File: config.mk
export PLATFORM = sky130hd
export DESIGN_NAME = posit_reduce_sequencer
export DESIGN_NICKNAME = d
export VERILOG_FILES = /design/src/rtl/pe_pkg.sv /design/src/rtl/posit_reduce_sequencer.sv
export SDC_FILE = /design/constraint.sdc
export NUM_CORES = 1
export LEC_CHECK = 0
export ABC_AREA = 1
export CAP_MARGIN = 10
export CORE_UTILIZATION = 29
export DETAILED_ROUTE_END_ITERATION = 6
export PLACE_DENSITY = 0.54
export SLEW_MARGIN = 40
export SYNTH_ARGS = -nofsm -noshare
export SYNTH_HDL_FRONTEND = slang
export SYNTH_SLANG_ARGS = --single-unit
File: constraint.sdc
create_clock -name clk -period 1.8 [get_ports clk]
set_input_delay 0.27 -clock clk [delete_from_list [all_inputs] [get_ports clk]]
set_output_delay 0.27 -clock clk [all_outputs]
set_load 0.1 [all_outputs]
File: src/rtl/pe_pkg.sv
// Shared PE datapath types: lane-precision encodings and the reduce FSM state.
// Latency: n/a (types, constants and a pure helper only).
// Backpressure: n/a.
package pe_pkg;

    // Lane precision of a 32-bit packed posit word.
    localparam int PRECISION_CONFIG_L = 2;

    localparam logic [PRECISION_CONFIG_L-1:0] PRECISION_CONFIG_8B  = 2'd0; // 4 x 8b
    localparam logic [PRECISION_CONFIG_L-1:0] PRECISION_CONFIG_16B = 2'd1; // 2 x 16b
    localparam logic [PRECISION_CONFIG_L-1:0] PRECISION_CONFIG_32B = 2'd2; // 1 x 32b

    // Reduction sequencer states.
    typedef enum logic [2:0] {
        RS_IDLE = 3'd0,
        RS_LOAD = 3'd1,
        RS_ACC  = 3'd2,
        RS_EXEC = 3'd3,
        RS_DONE = 3'd4
    } reduce_state_t;

    // Number of posit lanes packed into one word for a given precision.
    // Unknown encodings fall back to a single 32b lane.
    function automatic int lanes_per_word(input logic [PRECISION_CONFIG_L-1:0] mode);
        case (mode)
            PRECISION_CONFIG_8B:  return 4;
            PRECISION_CONFIG_16B: return 2;
            default:              return 1;
        endcase
    endfunction

endpackage

File: src/rtl/posit_reduce_sequencer.sv
// Sum/product reduction of a posit word stream through the shared posit_arith_unit.
// Latency: first word 1 cycle, then ARITH_LAT+2 cycles per word; result ARITH_LAT+2 cycles after last accept.
// Backpressure: in_ready only in LOAD/ACC (in_valid low stalls); out_valid held with stable data until out_ready.
//
// Ports:
//   clk, rst                        clock, synchronous active-high reset
//   start, cfg_mode/mul/len         reduction request; cfg sampled with start in IDLE only
//   busy                            high whenever not IDLE
//   in_valid/in_ready/in_data       operand word stream (valid/ready)
//   arith_in_0/in_1/mode/mul_en     registered drive of posit_arith_unit (accumulator, operand, cfg)
//   arith_out                       posit_arith_unit result, captured after ARITH_LAT+1 EXEC cycles
//   out_valid/out_ready/out_data    reduction result (valid/ready), out_data is the accumulator
module posit_reduce_sequencer
    import pe_pkg::*;
#(
    parameter int LEN_W     = 16,
    parameter int ARITH_LAT = 0
) (
    input  logic                          clk,
    input  logic                          rst,
    input  logic                          start,
    input  logic [PRECISION_CONFIG_L-1:0] cfg_mode,
    input  logic                          cfg_mul,
    input  logic [LEN_W-1:0]              cfg_len,
    output logic                          busy,
    input  logic                          in_valid,
    output logic                          in_ready,
    input  logic [31:0]                   in_data,
    output logic [31:0]                   arith_in_0,
    output logic [31:0]                   arith_in_1,
    output logic [PRECISION_CONFIG_L-1:0] arith_mode,
    output logic                          arith_mul_en,
    input  logic [31:0]                   arith_out,
    output logic                          out_valid,
    input  logic                          out_ready,
    output logic [31:0]                   out_data
);

    // The EXEC wait counter is 2 bits wide, so the arith latency is bounded to 0..3.
    localparam logic [1:0]       LAT_L = 2'(ARITH_LAT);
    localparam logic [LEN_W-1:0] ONE_L = LEN_W'(1);

    reduce_state_t                 state;
    logic [31:0]                   acc_q;
    logic [31:0]                   op_q;
    logic [LEN_W-1:0]              rem;
    logic [1:0]                    wcnt;
    logic [PRECISION_CONFIG_L-1:0] mode_q;
    logic                          mul_q;

    wire accept = in_valid && in_ready;

    // The arith unit sees only registers, so its inputs never glitch.
    assign arith_in_0   = acc_q;
    assign arith_in_1   = op_q;
    assign arith_mode   = mode_q;
    assign arith_mul_en = mul_q;

    // Result is read straight from the accumulator; acc_q does not move in DONE.
    assign out_data     = acc_q;

    // busy, in_ready and out_valid are registered and updated together with
    // the state transition so they always line up with the state they describe.
    always_ff @(posedge clk) begin
        if (rst) begin
            state     <= RS_IDLE;
            acc_q     <= '0;
            op_q      <= '0;
            rem       <= '0;
            wcnt      <= '0;
            mode_q    <= '0;
            mul_q     <= 1'b0;
            busy      <= 1'b0;
            in_ready  <= 1'b0;
            out_valid <= 1'b0;
        end else begin
            case (state)
                RS_IDLE: begin
                    if (start) begin
                        mode_q <= cfg_mode;
                        mul_q  <= cfg_mul;
                        rem    <= cfg_len;
                        busy   <= 1'b1;
                        if (cfg_len == '0) begin
                            // Empty reduction yields posit zero.
                            acc_q     <= '0;
                            out_valid <= 1'b1;
                            state     <= RS_DONE;
                        end else begin
                            in_ready <= 1'b1;
                            state    <= RS_LOAD;
                        end
                    end
                end

                RS_LOAD: begin
                    // First word seeds the accumulator without an arith operation.
                    if (accept) begin
                        acc_q <= in_data;
                        rem   <= rem - ONE_L;
                        if (rem == ONE_L) begin
                            in_ready  <= 1'b0;
                            out_valid <= 1'b1;
                            state     <= RS_DONE;
                        end else begin
                            state <= RS_ACC;
                        end
                    end
                end

                RS_ACC: begin
                    if (accept) begin
                        op_q     <= in_data;
                        rem      <= rem - ONE_L;
                        wcnt     <= '0;
                        in_ready <= 1'b0;
                        state    <= RS_EXEC;
                    end
                end

                RS_EXEC: begin
                    // acc_q/op_q are held for ARITH_LAT+1 cycles; the result is
                    // taken on the last one, when the unit's output is settled.
                    if (wcnt == LAT_L) begin
                        acc_q <= arith_out;
                        if (rem == '0) begin
                            out_valid <= 1'b1;
                            state     <= RS_DONE;
                        end else begin
                            in_ready <= 1'b1;
                            state    <= RS_ACC;
                        end
                    end else begin
                        wcnt <= wcnt + 2'd1;
                    end
                end

                RS_DONE: begin
                    if (out_ready) begin
                        out_valid <= 1'b0;
                        busy      <= 1'b0;
                        state     <= RS_IDLE;
                    end
                end

                default: begin
                    busy      <= 1'b0;
                    in_ready  <= 1'b0;
                    out_valid <= 1'b0;
                    state     <= RS_IDLE;
                end
            endcase
        end
    end

    // Words may only be taken while the FSM is collecting operands.
    a_accept_in_load_acc: assert property (@(posedge clk) disable iff (rst)
        accept |-> (state == RS_LOAD || state == RS_ACC));

endmodule
* Yosys cells after proc, flatten, opt, wreduce, memory -nomap -nowiden *
Index checks and enable logic that the tools add are counted.

word-level totals
  register bits = 91
  input port bits = 88
  output and inout bits = 102
  logic and storage cells = 89

operators by class
  add/subtract/negate cells = 2
  equal/unequal tests = 17
  multiplexer cells = 38
  bitwise operators = 3
  reductions and logical operators = 19

operators with widths
  cell                                                                    number
  32-bit 2-to-1 mux                                                       4
  32-bit one-hot mux with 3 select lines                                  1
  16-bit logical NOT                                                      2
  16-bit 2-to-1 mux                                                       2
  16-bit one-hot mux with 2 select lines                                  1
  3-bit 2-to-1 mux                                                        8
  2-bit != test, second input constant                                    11
  16-bit by 1-bit equality test with 1-bit output, second input constant  1
  8-bit AND reduction                                                     2
  16-bit by 1-bit subtractor with 16-bit output, second input constant    1
  1-bit 2-to-1 mux                                                        15
  3-bit one-hot mux with 5 select lines                                   1
  1-bit one-hot mux with 5 select lines                                   2
  5-bit AND reduction                                                     2
  3-bit AND reduction                                                     3
  3-bit by 2-bit equality test with 1-bit output, second input constant   2
  2-bit 2-to-1 mux                                                        2
  2-bit one-hot mux with 2 select lines                                   1
  2-bit AND reduction                                                     2
  2-bit nonzero test                                                      2
  3-bit by 1-bit equality test with 1-bit output, second input constant   1
  3-bit equality test, second input constant                              1
  3-bit logical NOT                                                       1
  1-bit NOT                                                               3
  8 further kinds                                                         8

* Logic depth before layout (Yosys ltp) *
  depth in word-level cells = 4
  depth in mapped cells = 12
  mapped depth without buffers = 11

* Worst setup path before layout *
No wires, ideal clock.

  path kind = register -> register
  from = register in_ready
  to = register acc_q[0], in the netlist arith_in_0[0]
  library setup time = 0.117 ns
  arrival = 1.926 ns
  data required time = 1.683 ns
  slack = -0.243 ns
  stages on the path, launching flop included = 9
  buffers on the path = 1
  period minus slack after synthesis = 2.043 ns
  path through = dfxtp_1 -> nand2_1 -> nand2_2 -> nand2_2 -> nor3_4 -> nand2_4 -> buf_2 -> o21ai_0 -> nor2_1

between the ends
  cells in the longest elaborated chain, start to end = 3

ends and longest elaborated chain
  item                           line                           source
  start: declaration             posit_reduce_sequencer.sv:27   output logic in_ready,
  start signal: assignment       posit_reduce_sequencer.sv:74   in_ready <= 1'b0;
  start signal: assignment       posit_reduce_sequencer.sv:90   in_ready <= 1'b1;
  start signal: assignment       posit_reduce_sequencer.sv:102  in_ready <= 1'b0;
  1-bit logical AND              posit_reduce_sequencer.sv:51   wire accept = in_valid && in_ready;
  2-bit != test (no line)        -
  5-bit AND reduction (no line)  -
  end signal: assignment         posit_reduce_sequencer.sv:99   acc_q <= in_data;
  end signal: assignment         posit_reduce_sequencer.sv:125  acc_q <= arith_out;
  end: declaration               posit_reduce_sequencer.sv:44   logic [31:0] acc_q;

No other way between the ends.
A chain may end at the register's enable or synchronous reset.

* Final worst setup path *
  from = register state[0]
  to = register rem[12]

between the ends
  cells in the longest elaborated chain, start to end = 4
  elaborated cells between the ends (all ways) = 9
  classes of those cells = eq/ne (4); mux (1); reduce/logical (4)

ends and longest elaborated chain
  item                                                                                                              line                           source
  start: declaration                                                                                                posit_reduce_sequencer.sv:43   reduce_state_t state;
  start signal: assignment                                                                                          posit_reduce_sequencer.sv:66   state <= RS_IDLE;
  start signal: assignment                                                                                          posit_reduce_sequencer.sv:88   state <= RS_DONE;
  start signal: assignment                                                                                          posit_reduce_sequencer.sv:91   state <= RS_LOAD;
  3-bit by 2-bit equality test with 1-bit output or 3-bit by 1-bit equality test with 1-bit output (tied branches)  posit_reduce_sequencer.sv:77   case (state)
  2-bit OR reduction (no line)                                                                                      -
  2-bit by 1-bit != test with 1-bit output (no line) or 2-bit nonzero test (tied branches)                          -
  3-bit AND reduction (no line)                                                                                     -
  end signal: assignment                                                                                            posit_reduce_sequencer.sv:82   rem <= cfg_len;
  end signal: assignment                                                                                            posit_reduce_sequencer.sv:100  rem <= rem - ONE_L;
  end signal: assignment                                                                                            posit_reduce_sequencer.sv:114  rem <= rem - ONE_L;
  end: declaration                                                                                                  posit_reduce_sequencer.sv:46   logic [LEN_W-1:0] rem;

Parallel ways exist; a longest one is shown, timed or not.

==> flow_summary.ini <==
[clock_network]
cts_tree = done
ctsHtreeMaxLevel = 3
max-clock-path-buffers = 2
clock_sinks = 91
clk_latency_ns = 0.35
cts_buffers = 9
cts_setup_buffers = 0
cts_root_buf = clkbuf_16
clk_pin_slew_ns = 0.07

[cells_and_area]
final_nets = 906
areaGrowthSynthToFinish_pct = 47.98
drive_gt1_frac = 0.1966
fill_cells = 1565
num_antenna_cells = 0

[detailed_routing]
routedWlPerCell_microns = 14.49
wl_microns = 14930
drtIter0Drc = 304
viasPerCell = 4.664
drtPass1Iterations = 5
drc = 0
ant_nets = 0
vias = 4804

[place]
port_buffers = 189
finalWeightedCongestion = 0.8933
pre_cts_slack_ns = -0.1652
dp_hpwl_microns = 10990

[die]
initial_core_util = 0.3000
io_pins = 190
fp.dieW_microns = 128.1
dieArea_sq_um = 16410
core_sq_um = 15370
die_h_microns = 128.1
rows = 45

[logic_synthesis]
ys_warn_count = 0
ys_seq_elements = 91
synth_cell_type_count = 32
syn_nets = 749
syn-mean-instance-area_sq_um = 7.018
syn_inst = 657
yosysSeqAreaShare = 0.3951
netlist_area_sq_um = 4611

[timing]
clock_skew_ns = 0.006822
finalCritPeriodShare = 0.9220
slew_violations = 0
min_period_ns = 1.660
final-hold-violation-count = 0
rsz0062_at_grt = no
holdWs_ns = 0.4740
max_clock_freq_mhz = 602.6
tightest_slew_ns = 0.3699
setup_viol_count_final = 0
fin_ws_ns = 0.1405
maxSlewHeadroom = 0.7525

[global_route]
antenna_found_initial = 0
use_met1 = 0.2216
grt_pass1_vias = 4387
top_usage_layer = met2
grt_max_degree = 74
overflow = 0
grtUsageMet2 = 0.3175
grt.total_usage = 0.1807
grt_pass1_wl_microns = 23090
met3_usage = 0.04382

[setup_path]
endpoint = rem[12]
worstPathCellList = inv_2 -> nand2_1 -> nand2_2 -> a21oi_1 -> buf_4 -> inv_1 -> o21ai_0 -> a21oi_1
required_ns = 2.03
arrival_ns = 1.89
path_max_fanout = 10
cpPeakStageDelay_ns = 0.46
cp-start-kind = flop
crit_start = state[0]
reg2reg_depth = 8
r2r_start = state[0]
crit_top_cell = a21oi_1
rr_endpoint = rem[12]
rrSetupSlack_ns = 0.14
endpoint_kind = flop
path_class = reg2reg
slowest_stage = dfxtp_1

[run]
drv_cap = 0

[status]
status = finished clean

[worst_hold_path]
hp-class = reg2reg
[what timing repair did]
action	in CTS	in global routing
setup endpoints to repair	0	45
hold buffers	0	0
gates resized for setup	0	6
[layer usage]
layer  routed length [microns]  vias to the layer above
met2                      7364                      170
met3                       900                        7
met4                       121                        0
met5                         0                        -
met1                      6539                     2200
li1                          -                     2427
[logic make-up after synthesis]
family / count (synthesis) / share of synthesized area
XOR/XNOR: 6 / 0.01140
buffers and inverters: 102 / 0.1210
AND/OR/NAND/NOR: 302 / 0.2714
flip-flops: 91 / 0.3951
adder cells (fa/ha/maj): 4 / 0.01086
AO/OA/AOI/OAI: 152 / 0.1902
[state kept, by name, summed over array words and instances, names as in the netlist]
signal        flops
busy              1
state             3
arith_in_0       32
arith_in_1       32
out_valid         1
rem              16
arith_mode        2
arith_mul_en      1
in_ready          1
wcnt              2
[synthesized netlist by cell type, drive strengths merged]
master / number / area, sq um
o21ai: 87 / 435.4
nor2: 191 / 740.7
nand3b: 5 / 37.54
inv: 34 / 130.1
nand3: 21 / 110.1
o31ai: 1 / 7.510
nand2: 81 / 329.1
a21oi: 33 / 165.2
a22o: 29 / 254.0
nand4: 2 / 12.51
ha: 4 / 50.05
xnor2: 1 / 8.760
dfxtp: 91 / 1822
o211ai: 2 / 15.01
clkinv: 2 / 7.510
clkbuf: 17 / 63.81
buf: 49 / 356.6
xor2: 5 / 43.79
nor3: 2 / 21.27
[final cells by class]
type	instances	area [sq um]	area share
clock buffer	10	229.0	0.03356
clock inverter	6	48.80	0.007152
inverter	36	137.6	0.02017
multi-input combinational	464	2238	0.3281
sequential	91	1826	0.2676
tap	211	264.0	0.03869
timing repair buffer	212	2079	0.3048
[worst min path at each step]
stage,startpoint,endpoint,cells after the start
2_1_floorplan,cfg_mode[0],arith_mode[0],2
3_3_place_gp,wcnt[1],wcnt[1],2
3_5_place_dp,wcnt[1],wcnt[1],2
4_1_cts,wcnt[1],wcnt[1],2
5_1_grt,in_data[25],arith_in_1[25],3
6_report,wcnt[1],wcnt[1],2
[metrics by stage]
step / area [sq um] / util / TNS [ns] / instances
after global placement: 6528 / 0.4247 / -2.414 / 1014
final: 6823 / 0.4439 / 0 / 1030
after detailed placement: 6528 / 0.4247 / -3.792 / 1014
after floorplan: 4612 / - / 0 / 657
after CTS: 6805 / 0.4427 / 0 / 1030
after global routing: 6823 / 0.4439 / 0 / 1030
[worst max-delay path, delay by kind of cell, from the launching register on]
kind / cells / cell delay, ns
AOI/OAI and AO/OA: 3 / 0.46
buffers and inverters: 3 / 0.39
and+or+nand+nor: 2 / 0.21
DFF: 1 / 0.46
[placed cells by master, fill, tap and decap left out, types with 4 or more instances in the layout]
master	netlist	routed
nand3_1	20	20
nand2_1	75	75
dfxtp_1	91	88
clkbuf_16	0	9
nand2_2	4	4
a22o_1	29	29
a21oi_1	33	33
o21ai_0	73	72
xor2_1	5	5
inv_1	28	28
nand3b_1	5	5
inv_2	5	5
clkdlybuf4s50_1	0	87
buf_4	36	103
buf_12	0	21
o21ai_1	14	15
ha_1	4	4
nor2_1	187	187
Power is not shown: default switching activity piles up to over one toggle a cycle in this logic, so the estimate is an artifact.
==> edit, RTL diff (config.mk and constraints unchanged) <==
Reset style: asynchronous (`rst`), changed in one clocked block. Comments in the files are not updated.
--- a/src/rtl/posit_reduce_sequencer.sv
+++ b/src/rtl/posit_reduce_sequencer.sv
@@ -61,7 +61,7 @@
 
     // busy, in_ready and out_valid are registered and updated together with
     // the state transition so they always line up with the state they describe.
-    always_ff @(posedge clk) begin
+    always_ff @(posedge clk or posedge rst) begin
         if (rst) begin
             state     <= RS_IDLE;
             acc_q     <= '0;
Formal check against the unedited RTL: differs if rst is asserted again (counterexample within 4 cycles, from zero or initial values and one cycle with rst high); with rst held inactive, the same outputs for 4 cycles.
==> edit against the original RTL <==
- routed wire length is 6.1% lower
- highest routed layer unchanged
- cell area is 9.6% higher
- area after synthesis rose by 7.2%
- hold slack worse by 0.11 ns
- sequential cell count is the same
- synthesized cell count fell by 22%
- count of clock-buffer cells in the layout is the same
- setup slack is essentially flat
- via count decreased by 12%
- critical path depth grew 1
Power is not shown: default switching activity piles up to over one toggle a cycle in this logic, so the estimate is an artifact.
==> edit: results <==
{
  "layout.nonclk_buf_frac": 0.309,
  "synth-seq-area-share": 0.461,
  "drt_wl_total_mm": 14.0,
  "ff_latch_area_sq_um": 2280,
  "vias_per_cell": 4.58,
  "grt_use_met3": 0.0238,
  "gp_congestion": 0.862,
  "status": "completed",
  "grt_pass1_vias": 4359,
  "first_iter_violations": 173,
  "synthArstFlopShare": 1.00,
  "postPlaceCellArea_sq_um": 7110,
  "m1WireLength_mm": 6.07,
  "r2r_end": "wcnt[0]",
  "grt_start_max_net_pins": 47,
  "place_hpwl_mm": 10.4,
  "wl_per_cell_um": 15.3,
  "clock_area_frac": 0.0447,
  "place_inst": 901,
  "hold_path.class": "primary input to asynchronous set/reset pin",
  "syn_nets": 606,
  "synth.area.top_cells": "dfrtp_1, mux2_4, nand2_1, o21ai_2, a22oi_1",
  "arrival_ns": 1.91,
  "synth_flop_cell": "dfrtp_1",
  "syn_avg_cell_area_sq_um": 9.60,
  "buffers": 219,
  "crit_family": "simple AND/OR/NAND/NOR gates",
  "postLayoutCoreUtil": 0.450,
  "synth_xor_area_frac": 0.0106,
  "grt_use_total": 0.164,
  "multi_input_area_sq_um": 2190,
  "rr_worst_depth": 9,
  "timing.rr.start": "state[1]",
  "wl_met3_um": 619,
  "whs_ns": 0.364,
  "synth-compound-area-share": 0.139,
  "muxShareOfSynthArea": 0.103,
  "row_count": 47,
  "slew_headroom": 0.743,
  "synth_common_cells": "nand2_1, dfrtp_1, nor2_1"
}
[edit: changes by cell type in the layout (fill, tap and decap cells not counted), moves of 30 or more]
cell	before	now
mux2_4	0	30
dfrtp_1	0	90
a22oi_1	0	32
o21ai_2	0	32
o21ai_0	72	16
nand2_1	75	118
dfxtp_1	88	0
nor2_1	187	52
[edit: worst register-to-register path, delay by kind of cell (launching register included)]
| kind | cells | cell delay, ns |
|---|---|---|
| flip-flops | 1 | 0.46 |
| AND/OR/NAND/NOR | 4 | 0.49 |
| AO/OA/AOI/OAI | 2 | 0.27 |
| buffers and inverters | 3 | 0.37 |
[edit: how the worst max path moves through the flow]
stage,depth (start not counted),startpoint,slack (ns),endpoint
2_1_floorplan,8,in_ready,0.03,arith_in_0[23]
3_3_place_gp,10,cfg_len[4],-0.06,arith_in_0[23]
3_5_place_dp,10,cfg_len[1],-0.11,arith_in_0[12]
4_1_cts,11,rem[0],0.06,rem[14]
5_1_grt,9,state[1],0.003,wcnt[1]
6_report,9,state[1],0.14,wcnt[0]
